## config.mk

```make
export PLATFORM = sky130hd
export DESIGN_NAME = charge_controller_gen2_flat
export DESIGN_NICKNAME = d
export VERILOG_FILES = /design/src/rtl/charge_controller_gen2_if.sv /design/src/rtl/charge_controller_gen2.sv /design/src/flat_wrapper.sv
export SDC_FILE = /design/constraint.sdc
export NUM_CORES = 1
export LEC_CHECK = 0
export ABC_CLOCK_PERIOD_IN_PS = 2290
export CORE_MARGIN = 4
export CORE_UTILIZATION = 35
export CTS_CLUSTER_SIZE = 20
export DETAILED_ROUTE_END_ITERATION = 16
export DONT_BUFFER_PORTS = 1
export SYNTH_ARGS = -nofsm -noshare
export SYNTH_HDL_FRONTEND = slang
export SYNTH_SLANG_ARGS = --single-unit
```

## constraint.sdc

```tcl
create_clock -name clk -period 2.29 [get_ports clk]
set_input_delay 0.687 -clock clk [delete_from_list [all_inputs] [get_ports clk]]
set_output_delay 0.687 -clock clk [all_outputs]
set_load 0.05 [all_outputs]
```

## src/rtl/charge_controller_gen2_if.sv

```systemverilog
// Handshake and status bundle between the charger controller and its front panel / tube driver.
// The master side drives the user inputs and the second tick; the slave side is the controller.
interface charge_controller_gen2_if #(
  parameter int DIGITS = 2,
  parameter int RW     = 16
);
  logic                  tick;
  logic                  start;
  logic                  insert;
  logic [3:0]            digit;
  logic                  affirm;
  logic                  cancel;
  logic                  no_display;
  logic                  charging;
  logic                  idle_timing;
  logic [4*DIGITS-1:0]   amount;
  logic [2:0]            digit_cnt;
  logic [RW-1:0]         remaining;
  logic [2:0]            state;

  modport master (
    output tick, start, insert, digit, affirm, cancel,
    input  no_display, charging, idle_timing, amount, digit_cnt, remaining, state
  );

  modport slave (
    input  tick, start, insert, digit, affirm, cancel,
    output no_display, charging, idle_timing, amount, digit_cnt, remaining, state
  );
endinterface

```

## src/rtl/charge_controller_gen2.sv

```systemverilog
// Coin-operated charger controller: BCD payment entry, idle timeout and charge countdown,
// all paced by a one-per-second tick enable. Every output is registered.
module charge_controller_gen2 #(
  parameter int DIGITS       = 2,
  parameter int IDLE_TICKS   = 10,
  parameter int SEC_PER_UNIT = 2,
  parameter int RW           = 16
) (
  input  logic                   clk,
  input  logic                   init_reset,
  charge_controller_gen2_if.slave bus
);

  typedef enum logic [2:0] {
    S_IDLE    = 3'd0,
    S_READY   = 3'd1,
    S_ENTRY   = 3'd2,
    S_CONFIRM = 3'd3,
    S_CHARGE  = 3'd4
  } state_e;

  localparam int            IW        = $clog2(IDLE_TICKS + 1);
  localparam logic [IW-1:0] IDLE_LAST = IW'(IDLE_TICKS - 1);
  localparam logic [2:0]    DIGITS_L  = 3'(DIGITS);
  localparam logic [63:0]   MAX_REM   = (64'd1 << RW) - 64'd1;

  state_e                state_q, state_d;
  logic [4*DIGITS-1:0]   amount_q, amount_d, amount_shift;
  logic [2:0]            digit_cnt_q, digit_cnt_d;
  logic [RW-1:0]         remaining_q, remaining_d;
  logic [IW-1:0]         idle_cnt_q, idle_cnt_d;
  logic                  charging_q, charging_d;
  logic                  idle_timing_q, idle_timing_d;
  logic                  no_display_q, no_display_d;
  logic                  valid_insert;
  logic                  clear;

  // Charge time = decimal value of the BCD amount times SEC_PER_UNIT, clamped to the counter range.
  function automatic logic [RW-1:0] charge_secs(input logic [4*DIGITS-1:0] bcd);
    logic [63:0] acc;
    acc = '0;
    for (int i = DIGITS - 1; i >= 0; i--) begin
      acc = acc * 64'd10 + 64'(bcd[4*i +: 4]);
    end
    acc = acc * 64'(SEC_PER_UNIT);
    if (acc > MAX_REM) return '1;
    return acc[RW-1:0];
  endfunction

  assign valid_insert = bus.insert && (bus.digit <= 4'd9);

  // NOTE: sequential state uses non-blocking assignments so every flop samples pre-edge values.
  always_ff @(posedge clk or posedge init_reset) begin
    if (init_reset) begin
      state_q       <= S_IDLE;
      amount_q      <= '0;
      digit_cnt_q   <= '0;
      remaining_q   <= '0;
      idle_cnt_q    <= '0;
      charging_q    <= 1'b0;
      idle_timing_q <= 1'b0;
      no_display_q  <= 1'b1;
    end else begin
      state_q       <= state_d;
      amount_q      <= amount_d;
      digit_cnt_q   <= digit_cnt_d;
      remaining_q   <= remaining_d;
      idle_cnt_q    <= idle_cnt_d;
      charging_q    <= charging_d;
      idle_timing_q <= idle_timing_d;
      no_display_q  <= no_display_d;
    end
  end

  // Event priority inside each state: cancel > affirm > insert > tick.
  always_comb begin
    // NOTE: every combinational output gets a default first so no path can infer a latch.
    state_d      = state_q;
    amount_d     = amount_q;
    digit_cnt_d  = digit_cnt_q;
    remaining_d  = remaining_q;
    idle_cnt_d   = idle_cnt_q;
    clear        = 1'b0;
    amount_shift = amount_q << 4;
    amount_shift[3:0] = bus.digit;

    case (state_q)
      S_IDLE: begin
        if (bus.start) begin
          state_d = S_READY;
          clear   = 1'b1;
        end
      end
      S_READY, S_ENTRY, S_CONFIRM: begin
        if (bus.cancel) begin
          state_d = S_READY;
          clear   = 1'b1;
        end else if (bus.affirm && state_q != S_READY && amount_q != '0) begin
          state_d     = S_CHARGE;
          remaining_d = charge_secs(amount_q);
          idle_cnt_d  = '0;
        end else if (bus.affirm && state_q == S_CONFIRM) begin
          state_d = S_READY;
          clear   = 1'b1;
        end else if (valid_insert && state_q != S_CONFIRM) begin
          amount_d    = amount_shift;
          digit_cnt_d = digit_cnt_q + 3'd1;
          idle_cnt_d  = '0;
          state_d     = (digit_cnt_q + 3'd1 == DIGITS_L) ? S_CONFIRM : S_ENTRY;
        end else if (bus.tick) begin
          if (idle_cnt_q == IDLE_LAST) begin
            state_d = S_IDLE;
            clear   = 1'b1;
          end else begin
            idle_cnt_d = idle_cnt_q + 1'b1;
          end
        end
      end
      S_CHARGE: begin
        if (bus.cancel) begin
          state_d = S_READY;
          clear   = 1'b1;
        end else if (bus.tick) begin
          if (remaining_q <= RW'(1)) begin
            state_d = S_READY;
            clear   = 1'b1;
          end else begin
            remaining_d = remaining_q - 1'b1;
          end
        end
      end
      default: begin
        state_d = S_IDLE;
        clear   = 1'b1;
      end
    endcase

    if (clear) begin
      amount_d    = '0;
      digit_cnt_d = '0;
      remaining_d = '0;
      idle_cnt_d  = '0;
    end
  end

  // Status flags are decoded from the next state so they land on the same edge as the transition.
  always_comb begin
    charging_d    = (state_d == S_CHARGE);
    idle_timing_d = (state_d == S_READY) || (state_d == S_ENTRY) || (state_d == S_CONFIRM);
    no_display_d  = (state_d == S_IDLE);
  end

  assign bus.state       = state_q;
  assign bus.amount      = amount_q;
  assign bus.digit_cnt   = digit_cnt_q;
  assign bus.remaining   = remaining_q;
  assign bus.charging    = charging_q;
  assign bus.idle_timing = idle_timing_q;
  assign bus.no_display  = no_display_q;

endmodule

```

## src/flat_wrapper.sv

```systemverilog
// flat-port wrapper written by rule: the top's interface ports become plain ports
module charge_controller_gen2_flat 
#(
  parameter int DIGITS       = 2,
  parameter int IDLE_TICKS   = 10,
  parameter int SEC_PER_UNIT = 2,
  parameter int RW           = 16
)
  (clk, init_reset, bus_tick, bus_start, bus_insert, bus_digit, bus_affirm, bus_cancel, bus_no_display, bus_charging, bus_idle_timing, bus_amount, bus_digit_cnt, bus_remaining, bus_state);
  charge_controller_gen2_if #(.DIGITS(DIGITS), .RW(RW)) bus_i ();
  input  logic clk;
  input  logic init_reset;
  input wire logic [$bits(bus_i.tick)-1:0] bus_tick;
  input wire logic [$bits(bus_i.start)-1:0] bus_start;
  input wire logic [$bits(bus_i.insert)-1:0] bus_insert;
  input wire logic [$bits(bus_i.digit)-1:0] bus_digit;
  input wire logic [$bits(bus_i.affirm)-1:0] bus_affirm;
  input wire logic [$bits(bus_i.cancel)-1:0] bus_cancel;
  output wire logic [$bits(bus_i.no_display)-1:0] bus_no_display;
  output wire logic [$bits(bus_i.charging)-1:0] bus_charging;
  output wire logic [$bits(bus_i.idle_timing)-1:0] bus_idle_timing;
  output wire logic [$bits(bus_i.amount)-1:0] bus_amount;
  output wire logic [$bits(bus_i.digit_cnt)-1:0] bus_digit_cnt;
  output wire logic [$bits(bus_i.remaining)-1:0] bus_remaining;
  output wire logic [$bits(bus_i.state)-1:0] bus_state;
  assign bus_i.tick = bus_tick;
  assign bus_i.start = bus_start;
  assign bus_i.insert = bus_insert;
  assign bus_i.digit = bus_digit;
  assign bus_i.affirm = bus_affirm;
  assign bus_i.cancel = bus_cancel;
  assign bus_no_display = bus_i.no_display;
  assign bus_charging = bus_i.charging;
  assign bus_idle_timing = bus_i.idle_timing;
  assign bus_amount = bus_i.amount;
  assign bus_digit_cnt = bus_i.digit_cnt;
  assign bus_remaining = bus_i.remaining;
  assign bus_state = bus_i.state;
  charge_controller_gen2 #(.DIGITS(DIGITS), .IDLE_TICKS(IDLE_TICKS), .SEC_PER_UNIT(SEC_PER_UNIT), .RW(RW)) u_core (.clk(clk), .init_reset(init_reset), .bus(bus_i));
endmodule
```

# Word level (Yosys, flattened, before mapping)
# Index checks and enable logic that the tools add are counted.
# op_classes
multipliers	1
order_cmp	3
n_reduce_logical	18
addsub	4
muxes	56
n_eq_ne	22
# op_table
operator	count
$mux W16	8
$gt A64 B16 Y1 const B	1
$add A63 B4 Y63	1
$mux W3	16
$mux W8	6
$mux W4	8
$pmux W16 S2	1
$le A16 B1 Y1 const B	1
$sub A16 B1 Y16 const B	1
$eq A3 B2 Y1 const B	5
$mux W1	15
$ne A3 B2 Y1 const B	5
$reduce_and A5 Y1	2
$ne A3 B1 Y1 const B	3
$pmux W3 S3	1
$reduce_bool A8 Y1	1
$mul A4 B3 Y7 const B	1
$eq A3 B1 Y1 const B	2
$eq A3 B3 Y1 const B	2
$logic_not A3 Y1	2
$ne A2 B1 Y1 const B	3
$reduce_and A6 Y1	1
$logic_and A1 B1 Y1	5
$add A4 B1 Y4 const B	1
10 further kinds	12
# word_totals
out_inout_bits	33
reg_bits	37

# Logic depth before layout (Yosys ltp)
# depth
word_depth	12
ltp_mapped	8
mapped_depth_nobuf	8

# Worst setup path after synthesis
# No wires, ideal clock.
# synth_timing
path_kind	register to register
startpoint	register u_core.amount_q[7], in the netlist u_core.bus.amount[7]
endpoint	register u_core.remaining_q[9], in the netlist u_core.bus.remaining[9]
n_path_buf	0
period_less_slack_ns	2.721
stages_incl_launch_ff	9
t_arrival_ns	2.639
slack_ns	-0.431
path_cell_list	dfrtp_1 > ha_1 > ha_1 > fa_1 > nand2_1 > or3_1 > nor3_1 > o22ai_1 > a31oi_1
# synth_via
elab_chain_cells	12
# synth_lines
element	line_no	text
start: declaration	charge_controller_gen2.sv:28	logic [4*DIGITS-1:0] amount_q, amount_d, amount_shift;
start signal: assignment	charge_controller_gen2.sv:65	amount_q <= amount_d;
$mul A4 B3 Y7	charge_controller_gen2.sv:43	acc = acc * 64'd10 + 64'(bcd[4*i +: 4]);
$add A63 B4 Y63	charge_controller_gen2.sv:43	
$gt A64 B16 Y1	charge_controller_gen2.sv:46	if (acc > MAX_REM) return '1;
$mux W1	charge_controller_gen2.sv:46	
$mux W1	charge_controller_gen2.sv:98	end else if (bus.affirm && state_q != S_READY && amount_q != '0) begin
$mux W1	charge_controller_gen2.sv:95	if (bus.cancel) begin
$mux W1	charge_controller_gen2.sv:87	case (state_q)
$mux W16	charge_controller_gen2.sv:47	return acc[RW-1:0];
$mux W16	charge_controller_gen2.sv:98	
$mux W16	charge_controller_gen2.sv:95	
$pmux W16 S2	charge_controller_gen2.sv:87	
$mux W16	charge_controller_gen2.sv:138	if (clear) begin
end signal: assignment	charge_controller_gen2.sv:67	remaining_q <= remaining_d;
end: declaration	charge_controller_gen2.sv:30	logic [RW-1:0] remaining_q, remaining_d;
# Several ways; a longest one is shown, not always the timed one. The select of a mux whose other input is x is not followed.
# A chain may end at the register's enable or synchronous reset.

# Final worst setup path
# layout_timing
startpoint	register u_core.amount_q[7], in the netlist u_core.bus.amount[7]
endpoint	register u_core.remaining_q[7], in the netlist u_core.bus.remaining[7]
# The elaborated chain is that of the path after synthesis.

==> flow_metrics.env <==
export IMPL_outcome="finished, violations left"
export IMPL_violations="setup timing"
export IMPL_setup_worst_path_start_class="flip-flop"
export IMPL_p_per_area_nw_per_um2=596
export IMPL_cts_hold_buf=0
export IMPL_yosysSeqAreaShare=0.341
export IMPL_n_antenna_cell=0
export IMPL_yosys_area_share_simple=0.233
export IMPL_synth_largest_area_cell="dfrtp_1"
export IMPL_r2r_end="u_core.bus.remaining[7]$_DFFE_PP0P_"
export IMPL_coreArea_um2=7410
export IMPL_timing_final_crit_share=1.01
export IMPL_antenna_found_initial=0
export IMPL_setup_worst_path_start="u_core.bus.amount[7]$_DFFE_PP0P_"
export IMPL_p_leak_uw=0.00158
export IMPL_rows=31
export IMPL_ant_nets=0
export IMPL_drc=0
export IMPL_synthesis_area_um2=2720
export IMPL_worstPathArrival_ns=2.52
export IMPL_grt_max_degree=27
export IMPL_die_w_um=96.1
export IMPL_cts_buffers_inserted=5
export IMPL_synth_mux_area_frac=0.0368
export IMPL_critPathMaxStageDelay_ns=0.52
export IMPL_synth_cell_type_count=64
export IMPL_routed_via_count=2597
export IMPL_fin_ws_ns=-0.0179
export IMPL_first_pass_iters=4
export IMPL_dp_hpwl_um=5710
export IMPL_wire_per_inst_um=16.3
export IMPL_slowest_stage="fa_1"
export IMPL_r2r_start="u_core.bus.amount[7]$_DFFE_PP0P_"
export IMPL_maxSlewViolCount=0
export IMPL_grt_pass1_vias=2631
export IMPL_synth_area_top_cells="dfrtp_1 (33%), ha_1 (6.0%), nor2_1 (3.7%)"
export IMPL_finalNonFillerCells=456
export IMPL_yosysMostFrequentCell="dfrtp_1"
export IMPL_root_buffer="clkbuf_8"
export IMPL_yosys_area_share_xor_xnor=0.0226
export IMPL_postSynthCellCount=301
export IMPL_timing_critical_path_cells="ha_4 > ha_4 > fa_1 > nand2_2 > or3_4 > mux2i_1 > o221ai_1 > a21oi_1"
export IMPL_drv_cap=0
export IMPL_fin_nets=382
export IMPL_synth_compound_area_frac=0.251
export IMPL_ir_worst_vdd_mv=0.374
export IMPL_async_reset_ff_frac=1.00
export IMPL_hold_viol=0
export IMPL_fp_dieH_um=96.1
export IMPL_synthTopCellsByCount="dfrtp_1 (36), nor2_1 (27), nor3_1 (20)"
export IMPL_cpMostUsedCell="ha_4"
export IMPL_setup_violations=1
export IMPL_max_freq_mhz=433
export IMPL_cts_num_sinks=37
export IMPL_clkTransAtPathRegs_ns=0.07
export IMPL_cp_required_ns=2.51
export IMPL_port_buffers=0
export IMPL_cts_tree="yes"
export IMPL_htree_levels=2
export IMPL_yosysTopAreaCellShare=0.332
export IMPL_maxSlewHeadroom=0.641
export IMPL_worst_skew_pair_late_latency_ns=0.29
export IMPL_synthesis_nets=327
export IMPL_endpoint_kind="flip-flop"
export IMPL_ys_warn_count=0
export IMPL_dp_cells=444
export IMPL_hold_path_class="primary input to asynchronous set/reset pin"
export IMPL_drive_above_1_share=0.269
export IMPL_gp_congestion=0.824
export IMPL_max_slew_worst_pin_slew_ns=0.538
export IMPL_grt_setup_unrepaired="yes"
export IMPL_drt_iter0_drc=174
export IMPL_synth_edf_count=0
export IMPL_syn_area_per_cell_um2=9.02
export IMPL_gr_usage_all_layers=0.174
export IMPL_synthAdderAreaFrac=0.0746
export IMPL_n_fill_cell=757
export IMPL_fin_skew_ns=0.00947
export IMPL_initial_utilization=0.367
export IMPL_area_delta_synth_final_pct=24.8
export IMPL_r2r_slack_ns=-0.02
export IMPL_endpoint="u_core.bus.remaining[7]$_DFFE_PP0P_"
export IMPL_via_per_inst=5.70
export IMPL_synth_top_family_by_area="compound AO/OA/AOI/OAI gates"
export IMPL_reg2regPathDepth=8
export IMPL_path_class="flip-flop to flip-flop"
export IMPL_totalWireLength_um=7440
export IMPL_dieArea_um2=9230
export IMPL_yosys_most_used_dff="dfrtp_1"
export IMPL_post_route_min_period_ns=2.31
export IMPL_grt_overflow_total=0
export IMPL_ys_ff_latch=37
export IMPL_ios=44
export IMPL_grt_pass1_wl_um=12700
export IMPL_cp_max_fo=3
export IMPL_clk_path_buf_depth=2
export IMPL_setup_tns_ns=-0.0179
## worst min-delay path by stage
stage / start / to / slack [ns]
after global routing: init_reset / u_core.bus.digit_cnt[2]$_DFFE_PP0P_ / 0.33
after global placement: u_core.idle_cnt_q[0]$_DFFE_PP0P_ / u_core.idle_cnt_q[0]$_DFFE_PP0P_ / 0.52
final: init_reset / u_core.bus.digit_cnt[2]$_DFFE_PP0P_ / 0.30
after detailed placement: u_core.idle_cnt_q[0]$_DFFE_PP0P_ / u_core.idle_cnt_q[0]$_DFFE_PP0P_ / 0.54
after CTS: init_reset / u_core.bus.digit_cnt[2]$_DFFE_PP0P_ / 0.31
after floorplan: u_core.idle_cnt_q[0]$_DFFE_PP0P_ / u_core.idle_cnt_q[0]$_DFFE_PP0P_ / 0.50
## final cells by class
type,instances,area (µm²),share of cell area
repair buffers,60,463,0.137
well taps,99,124,0.0365
clock inverters,1,5.00,0.00148
inverters,13,48.8,0.0144
clock buffers,7,96.3,0.0284
multi-input cells,239,1720,0.507
flip-flops and latches,37,935,0.276
## flip-flops by register name (all words and copies together), names as in the netlist
name and count:
u_core.bus.amount 8, u_core.bus.charging 1, u_core.bus.digit_cnt 3, u_core.bus.idle_timing 1
u_core.bus.no_display 1, u_core.bus.remaining 16, u_core.bus.state 3, u_core.idle_cnt_q 4
## what timing repair did
item | in CTS | in global routing
setup endpoints to repair | 3 | 26
resized for setup | 1 | 2
pin swaps | 5 | 2
buffers inserted | 0 | 4
endpoints found under the hold margin | 0 | 0
## worst max-delay path: cells and delay by family (launching register included)
family	cells	cell delay, ns
fa+ha+maj	3	0.91
compound gates	2	0.27
mux	1	0.16
flops	1	0.50
simple gates	2	0.40
## per-stage QoR
stage               worst slack (ns)  hold WS, ns  total power, µW  utilization  area (µm²)
floorplan                     -0.125        0.503             1310            -        2750
global placement             -0.0244        0.522             1500        0.438        3250
detailed placement           -0.0798        0.537             1510        0.438        3250
CTS                          -0.0546        0.307             2030        0.452        3350
global route                  -0.144        0.333             2150        0.458        3390
finish                       -0.0179        0.301             2020        0.458        3390
## metal layers
layer	vias up	part of all wire	GRT usage
li1	1265	-	-
met1	1248	0.45	0.233
met2	74	0.47	0.271
met3	10	0.072	0.0469
met4	0	0.015	0.0581
met5	-	0	0
## cell usage in the layout (no fill, tap or decap), types with 3 or more instances in the layout
cell type / count
nor4_1: 5
clkbuf_8: 7
xor2_1: 4
nand2_1: 17
o21ai_0: 13
dfrtp_1: 32
a21oi_1: 14
buf_4: 59
inv_1: 13
nand2b_1: 4
and3_1: 4
o211ai_1: 11
xnor2_1: 3
o22ai_1: 4
nor3_1: 20
or4_1: 3
a21o_1: 4
nand3b_1: 3
o221ai_1: 8
nand3_1: 13
o211a_1: 3
o2111ai_1: 5
dfrtp_2: 3
ha_1: 11
mux2i_1: 10
nor2_1: 27
## logic make-up (layout without fill, tap and decap cells)
family / Yosys count / after routing
compound gates: 90 / 90
xor+xnor: 7 / 7
simple gates: 117 / 117
buf+inv: 25 / 81
flops: 37 / 37
fa+ha+maj: 15 / 15
mux: 10 / 10
## report_power, final
| part | switching (µW) | internal (µW) |
|---|---|---|
| sequential | 103 | 710 |
| clock | 235 | 272 |
| combinational | 437 | 260 |
| total | 776 | 1240 |
Note: power is estimated with default switching activity, not from simulation.
